===== src/rtl/fifo_wr_sched_pkg.sv =====
// Shared constants and Gray-code helpers for the FIFO write scheduler.
// Optional feature macro: FIFO_WR_SCHED_ALMOST_FULL_EN (adds almost_full).
package fifo_wr_sched_pkg;

   localparam int N_REQ_DEF    = 4;
   localparam int DATA_W_DEF   = 8;
   localparam int ADDR_W_DEF   = 4;
   localparam int AF_LEVEL_DEF = 12;

   // Helpers work on a wide container; callers zero-extend and truncate.
   localparam int PTR_W_MAX = 16;
   typedef logic [PTR_W_MAX-1:0] ptr_wide_t;

   function automatic ptr_wide_t bin2gray(input ptr_wide_t b);
      return b ^ (b >> 1);
   endfunction

   // Leading zeros from zero-extension do not disturb the prefix XOR.
   function automatic ptr_wide_t gray2bin(input ptr_wide_t g);
      ptr_wide_t b;
      b = '0;
      b[PTR_W_MAX-1] = g[PTR_W_MAX-1];
      for (int i = PTR_W_MAX-2; i >= 0; i--) begin
         b[i] = b[i+1] ^ g[i];
      end
      return b;
   endfunction

endpackage


===== src/rtl/fifo_wr_sched_if.sv =====
// Requester/FIFO-side bus of the write scheduler.
// Optional feature macro: FIFO_WR_SCHED_ALMOST_FULL_EN (adds almost_full).
interface fifo_wr_sched_if
   import fifo_wr_sched_pkg::*;
#(
   parameter int N_REQ  = N_REQ_DEF,
   parameter int DATA_W = DATA_W_DEF,
   parameter int ADDR_W = ADDR_W_DEF
);
   logic [N_REQ-1:0]        req;
   logic [N_REQ*DATA_W-1:0] wdata_in;
   logic [ADDR_W:0]         rptr_gray_sync;
   logic [N_REQ-1:0]        gnt;
   logic                    wr_en;
   logic [ADDR_W-1:0]       waddr;
   logic [DATA_W-1:0]       wdata;
   logic [ADDR_W:0]         wptr_gray;
   logic                    full;
`ifdef FIFO_WR_SCHED_ALMOST_FULL_EN
   logic                    almost_full;
`endif

   // Requesters and the read-pointer synchronizer drive this side.
   modport master (
      output req, wdata_in, rptr_gray_sync,
      input  gnt, wr_en, waddr, wdata, wptr_gray, full
`ifdef FIFO_WR_SCHED_ALMOST_FULL_EN
      , input almost_full
`endif
   );

   // The scheduler itself.
   modport slave (
      input  req, wdata_in, rptr_gray_sync,
      output gnt, wr_en, waddr, wdata, wptr_gray, full
`ifdef FIFO_WR_SCHED_ALMOST_FULL_EN
      , output almost_full
`endif
   );

endinterface


===== src/rtl/fifo_wr_sched_rr_arbiter.sv =====
// Round-robin arbiter: search starts at pointer p and wraps at N_REQ;
// p moves to one past the winner after each grant.
module rr_arbiter #(
   parameter int N_REQ = 4
) (
   input  logic             clk,
   input  logic             rst,
   input  logic [N_REQ-1:0] req,
   input  logic             en,
   output logic [N_REQ-1:0] gnt
);
   localparam int PW = (N_REQ > 1) ? $clog2(N_REQ) : 1;

   logic [PW-1:0]    p_q;
   logic [PW-1:0]    p_d;
   logic [PW-1:0]    sel_s;
   logic             hit_s;
   logic [N_REQ-1:0] gnt_s;
   logic [PW:0]      sum_s;
   logic [PW-1:0]    idx_s;

   // First asserted request at or after p wins; reset suppresses any grant.
   always_comb begin
      gnt_s = '0;
      hit_s = 1'b0;
      sel_s = '0;
      sum_s = '0;
      idx_s = '0;
      for (int k = 0; k < N_REQ; k++) begin
         sum_s = {1'b0, p_q} + (PW+1)'(k);
         sum_s = (sum_s >= (PW+1)'(N_REQ)) ? (sum_s - (PW+1)'(N_REQ)) : sum_s;
         idx_s = sum_s[PW-1:0];
         if (en && !rst && !hit_s && req[idx_s]) begin
            gnt_s[idx_s] = 1'b1;
            hit_s        = 1'b1;
            sel_s        = idx_s;
         end else begin
            hit_s = hit_s;
         end
      end
   end

   // Next priority pointer: one past the winner, held when idle.
   always_comb begin
      if (hit_s) begin
         p_d = (sel_s == PW'(N_REQ-1)) ? '0 : (sel_s + PW'(1));
      end else begin
         p_d = p_q;
      end
   end

   // Priority pointer register.
   always_ff @(posedge clk or posedge rst) begin
      if (rst) begin
         p_q <= '0;
      end else begin
         p_q <= p_d;
      end
   end

   assign gnt = gnt_s;

endmodule


===== src/rtl/fifo_wr_sched.sv =====
// FIFO write-side scheduler: arbitrates N_REQ writers into one FIFO write
// port, keeps the binary/Gray write pointers and the full flag.
// Optional feature macro: FIFO_WR_SCHED_ALMOST_FULL_EN (adds almost_full).
module fifo_wr_sched
   import fifo_wr_sched_pkg::*;
#(
   parameter int N_REQ    = N_REQ_DEF,
   parameter int DATA_W   = DATA_W_DEF,
   parameter int ADDR_W   = ADDR_W_DEF,
   parameter int AF_LEVEL = AF_LEVEL_DEF
) (
   input logic            clk,
   input logic            rst,
   fifo_wr_sched_if.slave bus
);
   localparam int PTR_W = ADDR_W + 1;

   logic [N_REQ-1:0]  gnt_s;
   logic              wr_en_s;
   logic [DATA_W-1:0] wdata_s;
   logic [PTR_W-1:0]  wbin_q;
   logic [PTR_W-1:0]  wbin_d;
   logic [PTR_W-1:0]  gray_d;
   logic [PTR_W-1:0]  wptr_gray_q;
   logic [PTR_W-1:0]  full_cmp_s;
   logic              full_q;
   logic              full_d;
`ifdef FIFO_WR_SCHED_ALMOST_FULL_EN
   logic [PTR_W-1:0]  rptr_bin_s;
   logic              af_q;
   logic              af_d;
`endif

   // Grants are blocked while the FIFO is full.
   rr_arbiter #(.N_REQ(N_REQ)) u_arb (
      .clk (clk),
      .rst (rst),
      .req (bus.req),
      .en  (!full_q),
      .gnt (gnt_s)
   );

   // Data mux: granted slice, zero when nobody is granted.
   always_comb begin
      wdata_s = '0;
      for (int i = 0; i < N_REQ; i++) begin
         if (gnt_s[i]) begin
            wdata_s = wdata_s | bus.wdata_in[i*DATA_W +: DATA_W];
         end else begin
            wdata_s = wdata_s;
         end
      end
   end

   // Pointer next-state and full detection against the synchronized read pointer.
   always_comb begin
      wr_en_s    = |gnt_s;
      wbin_d     = wbin_q + {{(PTR_W-1){1'b0}}, wr_en_s};
      gray_d     = PTR_W'(bin2gray(ptr_wide_t'(wbin_d)));
      full_cmp_s = {~bus.rptr_gray_sync[ADDR_W:ADDR_W-1], bus.rptr_gray_sync[ADDR_W-2:0]};
      full_d     = (gray_d == full_cmp_s);
   end

   // Write pointer (binary and Gray) and full flag registers.
   always_ff @(posedge clk or posedge rst) begin
      if (rst) begin
         wbin_q      <= '0;
         wptr_gray_q <= '0;
         full_q      <= 1'b0;
      end else begin
         wbin_q      <= wbin_d;
         wptr_gray_q <= gray_d;
         full_q      <= full_d;
      end
   end

`ifdef FIFO_WR_SCHED_ALMOST_FULL_EN
   // Occupancy after this cycle's write compared with the threshold.
   always_comb begin
      rptr_bin_s = PTR_W'(gray2bin(ptr_wide_t'(bus.rptr_gray_sync)));
      af_d       = ((wbin_d - rptr_bin_s) >= PTR_W'(AF_LEVEL));
   end

   // Almost-full register.
   always_ff @(posedge clk or posedge rst) begin
      if (rst) begin
         af_q <= 1'b0;
      end else begin
         af_q <= af_d;
      end
   end

   assign bus.almost_full = af_q;
`endif

   assign bus.gnt       = gnt_s;
   assign bus.wr_en     = wr_en_s;
   assign bus.waddr     = wbin_q[ADDR_W-1:0];
   assign bus.wdata     = wdata_s;
   assign bus.wptr_gray = wptr_gray_q;
   assign bus.full      = full_q;

endmodule


===== src/flat_wrapper.sv =====
// flat-port wrapper written by rule: the top's interface ports become plain ports
module fifo_wr_sched_flat import fifo_wr_sched_pkg::*;
#(
   parameter int N_REQ    = N_REQ_DEF,
   parameter int DATA_W   = DATA_W_DEF,
   parameter int ADDR_W   = ADDR_W_DEF,
   parameter int AF_LEVEL = AF_LEVEL_DEF
)
  (clk, rst, bus_req, bus_wdata_in, bus_rptr_gray_sync, bus_gnt, bus_wr_en, bus_waddr, bus_wdata, bus_wptr_gray, bus_full);
  fifo_wr_sched_if #(.N_REQ(N_REQ), .DATA_W(DATA_W), .ADDR_W(ADDR_W)) bus_i ();
  input logic clk;
  input logic rst;
  input wire logic [$bits(bus_i.req)-1:0] bus_req;
  input wire logic [$bits(bus_i.wdata_in)-1:0] bus_wdata_in;
  input wire logic [$bits(bus_i.rptr_gray_sync)-1:0] bus_rptr_gray_sync;
  output wire logic [$bits(bus_i.gnt)-1:0] bus_gnt;
  output wire logic [$bits(bus_i.wr_en)-1:0] bus_wr_en;
  output wire logic [$bits(bus_i.waddr)-1:0] bus_waddr;
  output wire logic [$bits(bus_i.wdata)-1:0] bus_wdata;
  output wire logic [$bits(bus_i.wptr_gray)-1:0] bus_wptr_gray;
  output wire logic [$bits(bus_i.full)-1:0] bus_full;
  assign bus_i.req = bus_req;
  assign bus_i.wdata_in = bus_wdata_in;
  assign bus_i.rptr_gray_sync = bus_rptr_gray_sync;
  assign bus_gnt = bus_i.gnt;
  assign bus_wr_en = bus_i.wr_en;
  assign bus_waddr = bus_i.waddr;
  assign bus_wdata = bus_i.wdata;
  assign bus_wptr_gray = bus_i.wptr_gray;
  assign bus_full = bus_i.full;
  fifo_wr_sched #(.N_REQ(N_REQ), .DATA_W(DATA_W), .ADDR_W(ADDR_W), .AF_LEVEL(AF_LEVEL)) u_core (.clk(clk), .rst(rst), .bus(bus_i));
endmodule

===== config.mk =====
export PLATFORM = sky130hd
export DESIGN_NAME = fifo_wr_sched_flat
export DESIGN_NICKNAME = d
export VERILOG_FILES = /design/src/rtl/fifo_wr_sched_pkg.sv /design/src/rtl/fifo_wr_sched_if.sv /design/src/rtl/fifo_wr_sched_rr_arbiter.sv /design/src/rtl/fifo_wr_sched.sv /design/src/flat_wrapper.sv
export SDC_FILE = /design/constraint.sdc
export NUM_CORES = 1
export LEC_CHECK = 0
export BUFFER_PORTS_ARGS = -buffer_cell sky130_fd_sc_hd__buf_2
export CAP_MARGIN = 20
export CORE_MARGIN = 3
export CORE_UTILIZATION = 49
export CTS_BUF_LIST = sky130_fd_sc_hd__clkbuf_4 sky130_fd_sc_hd__clkbuf_8
export DETAILED_ROUTE_END_ITERATION = 8
export PLACE_DENSITY = 0.93
export SYNTH_ARGS = -nofsm -noshare
export SYNTH_HDL_FRONTEND = slang
export SYNTH_HIERARCHICAL = 1
export SYNTH_SLANG_ARGS = --single-unit

===== constraint.sdc =====
create_clock -name clk -period 8.6 [get_ports clk]
set_input_delay 2.15 -clock clk [delete_from_list [all_inputs] [get_ports clk]]
set_output_delay 2.15 -clock clk [all_outputs]
set_load 0.02 [all_outputs]

After elaboration in Yosys (flattened, before gate mapping):

Cells that the tools add are included.

* word-level logic and storage cells: 90
* bits of input ports: 43
* bits in registers: 13
* output and inout port bits: 23

* bitwise gates (word level): 8
* eq/ne operators: 2
* order comparisons: 12
* reductions and logical operators: 18
* add/subtract/negate cells: 9
* mux-type cells: 37

Operators with widths (number)
* two-way mux 8 bit: 4
* bitwise OR 8 bit: 3
* two-way mux 2 bit: 9
* two-way mux 4 bit: 4
* logical AND 1 bit: 12
* < comparator 2 x 3 -> 1 bit (second input constant): 4
* two-way mux 1 bit: 12
* bitwise OR 4 bit: 3
* >= comparator 3 bit (second input constant): 3
* binary-select mux 1 bit (select 2 bit): 4
* demux 1 bit (select 2 bit): 4
* >= comparator 2 x 1 -> 1 bit (second input constant): 4
* subtractor 2 x 1 -> 2 bit (second input constant): 4
* adder 2 x 2 -> 3 bit (second input constant): 2
* adder 5 x 1 -> 5 bit: 1
* equality test 5 bit: 1
* logical NOT 1 bit: 5
* bitwise XOR 5 x 4 -> 5 bit: 1
* OR reduction 4 bit: 1
* adder 2 x 1 -> 3 bit (second input constant): 1
* >= comparator 2 x 3 -> 1 bit (second input constant): 1
* adder 2 x 1 -> 2 bit (second input constant): 1
* equality test 2 bit (second input constant): 1
* NOT 2 bit: 1

Depth between registers and ports, before layout:

* depth after elaboration: 25
* gate-level depth with buffers: 16
* gate-level depth less buffers: 13

Cells and area by module:

Netlist, hierarchy kept.

By module, submodules not included
* fifo_wr_sched: cells an instance 69, seq. area each 250.2 µm², area each 684.4 µm², times used 1
* rr_arbiter: cells an instance 75, seq. area each 50.0 µm², area each 656.9 µm², times used 1

Worst setup path before layout:

No wires, ideal clock.

* kind: input port to output port
* from: input port bus_req[1]
* to: output port bus_wr_en
* data required time: 6.450 ns
* stages on the path: 6
* buffers on the path: 2
* slack: 2.136 ns
* arrival time: 4.314 ns
* cells stage by stage: clkbuf_1 -> mux4_1 -> nor3b_1 -> a221o_2 -> clkbuf_1 -> or4_1

* word-level cells in the longest chain between the ends: 17
* elaborated cells on any way between the ends: 29
* those cells by class: mux: 15; bitwise: 3; reduce/logical: 11

Ends and longest elaborated chain
* start: declaration: line flat_wrapper.sv:13 `input wire logic [$bits(bus_i.req)-1:0] bus_req;`
* binary-select mux 1 bit (select 2 bit): line fifo_wr_sched_rr_arbiter.sv:33 `if (en && !rst && !hit_s && req[idx_s]) begin`
* two-way mux 1 bit (implied by the code): line fifo_wr_sched_rr_arbiter.sv:33
* logical AND 1 bit: line fifo_wr_sched_rr_arbiter.sv:33
* two-way mux 1 bit: line fifo_wr_sched_rr_arbiter.sv:33
* logical NOT 1 bit: line fifo_wr_sched_rr_arbiter.sv:33
* logical AND 1 bit (2 in a row): line fifo_wr_sched_rr_arbiter.sv:33
* two-way mux 1 bit: line fifo_wr_sched_rr_arbiter.sv:33
* logical NOT 1 bit: line fifo_wr_sched_rr_arbiter.sv:33
* logical AND 1 bit (2 in a row): line fifo_wr_sched_rr_arbiter.sv:33
* two-way mux 1 bit: line fifo_wr_sched_rr_arbiter.sv:33
* logical NOT 1 bit: line fifo_wr_sched_rr_arbiter.sv:33
* logical AND 1 bit (2 in a row): line fifo_wr_sched_rr_arbiter.sv:33
* two-way mux 4 bit *: line fifo_wr_sched_rr_arbiter.sv:33
* via bus_gnt[0]: line flat_wrapper.sv:16 `output wire logic [$bits(bus_i.gnt)-1:0] bus_gnt;`
* OR reduction 4 bit *: line fifo_wr_sched.sv:57 `wr_en_s = |gnt_s;`
* end: declaration: line flat_wrapper.sv:17 `output wire logic [$bits(bus_i.wr_en)-1:0] bus_wr_en;`

The timed path passes the listed nets; every way through them passes the cells marked *. The select of a mux whose other input is x is not followed.

Final worst setup path:

* from: input port bus_req[3]
* to: output port bus_wr_en

* word-level cells in the longest chain between the ends: 17
* elaborated cells on any way between the ends: 29
* those cells by class: mux: 15; bitwise: 3; reduce/logical: 11

Ends and longest elaborated chain (line)
* binary-select mux 1 bit (select 2 bit): fifo_wr_sched_rr_arbiter.sv:33
* two-way mux 1 bit (implied by the code): fifo_wr_sched_rr_arbiter.sv:33
* logical AND 1 bit: fifo_wr_sched_rr_arbiter.sv:33
* two-way mux 1 bit: fifo_wr_sched_rr_arbiter.sv:33
* logical NOT 1 bit: fifo_wr_sched_rr_arbiter.sv:33
* logical AND 1 bit (2 in a row): fifo_wr_sched_rr_arbiter.sv:33
* two-way mux 1 bit: fifo_wr_sched_rr_arbiter.sv:33
* logical NOT 1 bit: fifo_wr_sched_rr_arbiter.sv:33
* logical AND 1 bit (2 in a row): fifo_wr_sched_rr_arbiter.sv:33
* two-way mux 1 bit: fifo_wr_sched_rr_arbiter.sv:33
* logical NOT 1 bit: fifo_wr_sched_rr_arbiter.sv:33
* logical AND 1 bit (2 in a row): fifo_wr_sched_rr_arbiter.sv:33
* two-way mux 4 bit *: fifo_wr_sched_rr_arbiter.sv:33
* OR reduction 4 bit *: fifo_wr_sched.sv:57

Every way passes the cells marked *; elsewhere a longest branch is shown, timed or not. The select of a mux whose other input is x is not followed.

==> metrics <==
outcome completed; global-route wire length before repair 5.575 mm; final antenna-violating net count 0; # rows 18; die height 58.32 um; worst skew pair latency 280 ps; hold_buf cts 0; CTS clk-pin slew, worst paths 70 ps; Tot GR Track Use 0.2085; drt initial violations 80; Post-synth EDFFs 0; n_diodes 0; Core ar. 2545 sq um; minimum clock period 6466 ps; final slew viol count 0; crit-path max FO 10; drt pass-1 iters 4; Synth Net Count 197; Root Buffer clkbuf_4; H-tree levels 1; Internal 357.6 uW; Flop pwr share 0.177; worst vdd ir 0.0003817 V; vias in the first global route 1290; Worst Setup Start Kind input pin; Synth Flop Type dfrtp_1; DRC 0; setup TNS 0 ps; hold slack 554.5 ps; I/O pin count 66; sequential-to-total area share from yosys stat 0.2239; leakage 0.8570 nW; Crit path max-delay family compound AO/OA/AOI/OAI gates; Slew @ Worst Pin 586.2 ps; final wirelength 3.412 mm; Mapped Cells 144; Fmax 154.7 MHz; Max-cap violations 0; CP required 6450 ps; vias 1354; Core Util, Final 0.6632; hpwl dp 2.704 mm; Worst Skew 2.628 ps; Routed wire per std cell 14.64 um; syn_area_per_cell 9.314 sq um; clock share of power 0.060; Post-synth ARST share 1.000; Initial Util 0.5270; # fillers 216; worst setup path category in2out; Mapped Area 1341 sq um; antenna violations before repair 0; vias per cell 5.811; Hold Path Class reg2reg; sw power 392.8 uW; Post-CTS Setup Bufs 0; die area 3401 sq um; CTS tree yes; post-cts resize count 0; Comb pwr share 0.763; arrival time at the worst endpoint 4320 ps; largest net degree at the start of global routing 19; total CTS buffers 3; crit-path max cell delay 570 ps; Finish-stage setup viols 0; Net count, final 257; number of clock sinks 12; post-synth cell types 49; area delta synth->final 25.84%; die width 58.32 um; IO Port Bufs 65; Final Cycle Share 0.7519; routability cong. 0.8582; worst rel slew slack 0.6092; Yosys warning total 6; Net Sw Frac 0.5234; Crit. End Element primary output; Critical Path, Cell by Cell buf_2 > and2b_2 > a221oi_1 > nor3_4 > a221o_2 > or4_1 > buf_2; WP buf/inv 2; PD cells 444.6 nW/um^2; final hold violations 0; #FFs+latches synth 12; CTS max path bufs 2; slowest cell on the critical path or4_1; share of cells above drive strength 1 0.3892; RSZ-0062 raised after global routing false; GRT overflow 0; CP most frequent cell buf_2
layout by cell type, fill, tap and decap left out, types with 2 or more instances in the layout:
| master | count |
|---|---|
| dfrtp_1 | 12 |
| o22ai_1 | 2 |
| a21oi_1 | 4 |
| a221oi_1 | 2 |
| mux2i_1 | 2 |
| mux4_1 | 2 |
| nand3_1 | 5 |
| xor2_1 | 8 |
| a22oi_1 | 16 |
| ha_1 | 10 |
| o21ai_0 | 3 |
| a21boi_0 | 2 |
| a221o_2 | 4 |
| clkbuf_4 | 3 |
| nor2_1 | 3 |
| o31ai_1 | 2 |
| inv_1 | 8 |
| nor2b_1 | 3 |
| buf_2 | 65 |
| nand3b_1 | 4 |
| nand2_1 | 13 |
| xnor2_1 | 4 |
power groups by stage:
| stage | Combinational [mW] | Clock [mW] | Sequential [mW] |
|---|---|---|---|
| after global routing | 0.627 | 0.0480 | 0.141 |
| after detailed placement | 0.569 | 0 | 0.133 |
| after CTS | 0.573 | 0.0459 | 0.133 |
| after global placement | 0.559 | 0 | 0.133 |
| final | 0.573 | 0.0447 | 0.133 |
| after floorplan | 0.421 | 0 | 0.149 |
sequential cells by signal, summed over array words and instances (netlist names):
signal                count
u_core/wbin_q             5
u_core/bus.wptr_gray      4
u_core/u_arb/p_q          2
u_core/bus.full           1
stage by stage:
| step | cell area (sq um) | worst slack (ps) | total power, mW | instances |
|---|---|---|---|---|
| after detailed placement | 1652 | 2149 | 0.7029 | 229 |
| after CTS | 1688 | 2134 | 0.7515 | 233 |
| after global placement | 1652 | 2202 | 0.6923 | 229 |
| after floorplan | 1341 | 2136 | 0.5706 | 144 |
| final | 1688 | 2134 | 0.7504 | 233 |
| after global routing | 1688 | 2025 | 0.8156 | 233 |
cell families (layout without fill, tap and decap cells):
group                    Yosys count  in the layout  synth area share
AO/OA/AOI/OAI                     45             45            0.2603
XOR/XNOR                          14             14            0.1147
adder cells (fa/ha/maj)           10             10           0.09328
buffers and inverters             18             77           0.06157
flip-flops                        12             12            0.2239
multiplexers                       5              5           0.07089
AND/OR/NAND/NOR                   40             40            0.1754
per-layer routing:
metal	routed length [um]	part of all wire	up-vias	GRT usage
met5	0	0	-	0
met4	82	0.024	0	0.08940
met3	413	0.12	8	0.04605
met2	1598	0.47	71	0.3477
met1	1317	0.39	609	0.2587
li1	-	-	666	-
path summary, 6_finish.rpt:
check	startpoint	to	slack (ps)	cells after the start
min in group asynchronous	rst	u_core/u_arb/p_q[0]	1730	2
hold reg to reg	u_core/wbin_q[0]	u_core/wbin_q[0]	550	1
hold / removal	u_core/wbin_q[0]	u_core/wbin_q[0]	550	1
setup / recovery	bus_req[3]	bus_wr_en	2130	7
setup reg to reg	u_core/u_arb/p_q[0]	u_core/bus.full	3620	12
max in group asynchronous	rst	u_core/bus.wptr_gray[2]	6450	2
worst register-to-register path, cell delays in order, from the launching register on:
cell	delay [ps]
dfrtp_1	690
inv_1	300
ha_1	560
mux4_1	600
nor3b_1	200
a221o_2	490
or4_1	570
ha_1	280
ha_1	270
xnor3_4	470
xor2_1	200
nand4_1	120
a21oi_1	140
area by class of cell:
class,count,area (sq um),area share
Inverter,8,30.03,0.01779
Clock buffer,4,36.28,0.02150
Tap cell,30,37.54,0.02224
Sequential cell,12,300.3,0.1779
Timing Repair Buffer,65,325.3,0.1927
Multi-Input combinational cell,114,958.4,0.5678
cell usage after synthesis (3+ instances only):
| master | n | area, sq um |
|---|---|---|
| clkbuf_1 | 5 | 18.77 |
| xor2_1 | 8 | 70.07 |
| a21oi_1 | 4 | 20.02 |
| a221o_2 | 4 | 45.04 |
| a22oi_1 | 16 | 120.1 |
| nand3b_1 | 4 | 30.03 |
| ha_1 | 10 | 125.1 |
| nor2b_1 | 3 | 18.77 |
| nand2_1 | 13 | 48.80 |
| dfrtp_1 | 12 | 300.3 |
| inv_1 | 8 | 30.03 |
| nand3_1 | 5 | 25.02 |
| nor2_1 | 3 | 11.26 |
| xnor2_1 | 4 | 35.03 |
| o21ai_0 | 3 | 15.01 |
No activity file was read; power rests on OpenSTA's default activity.
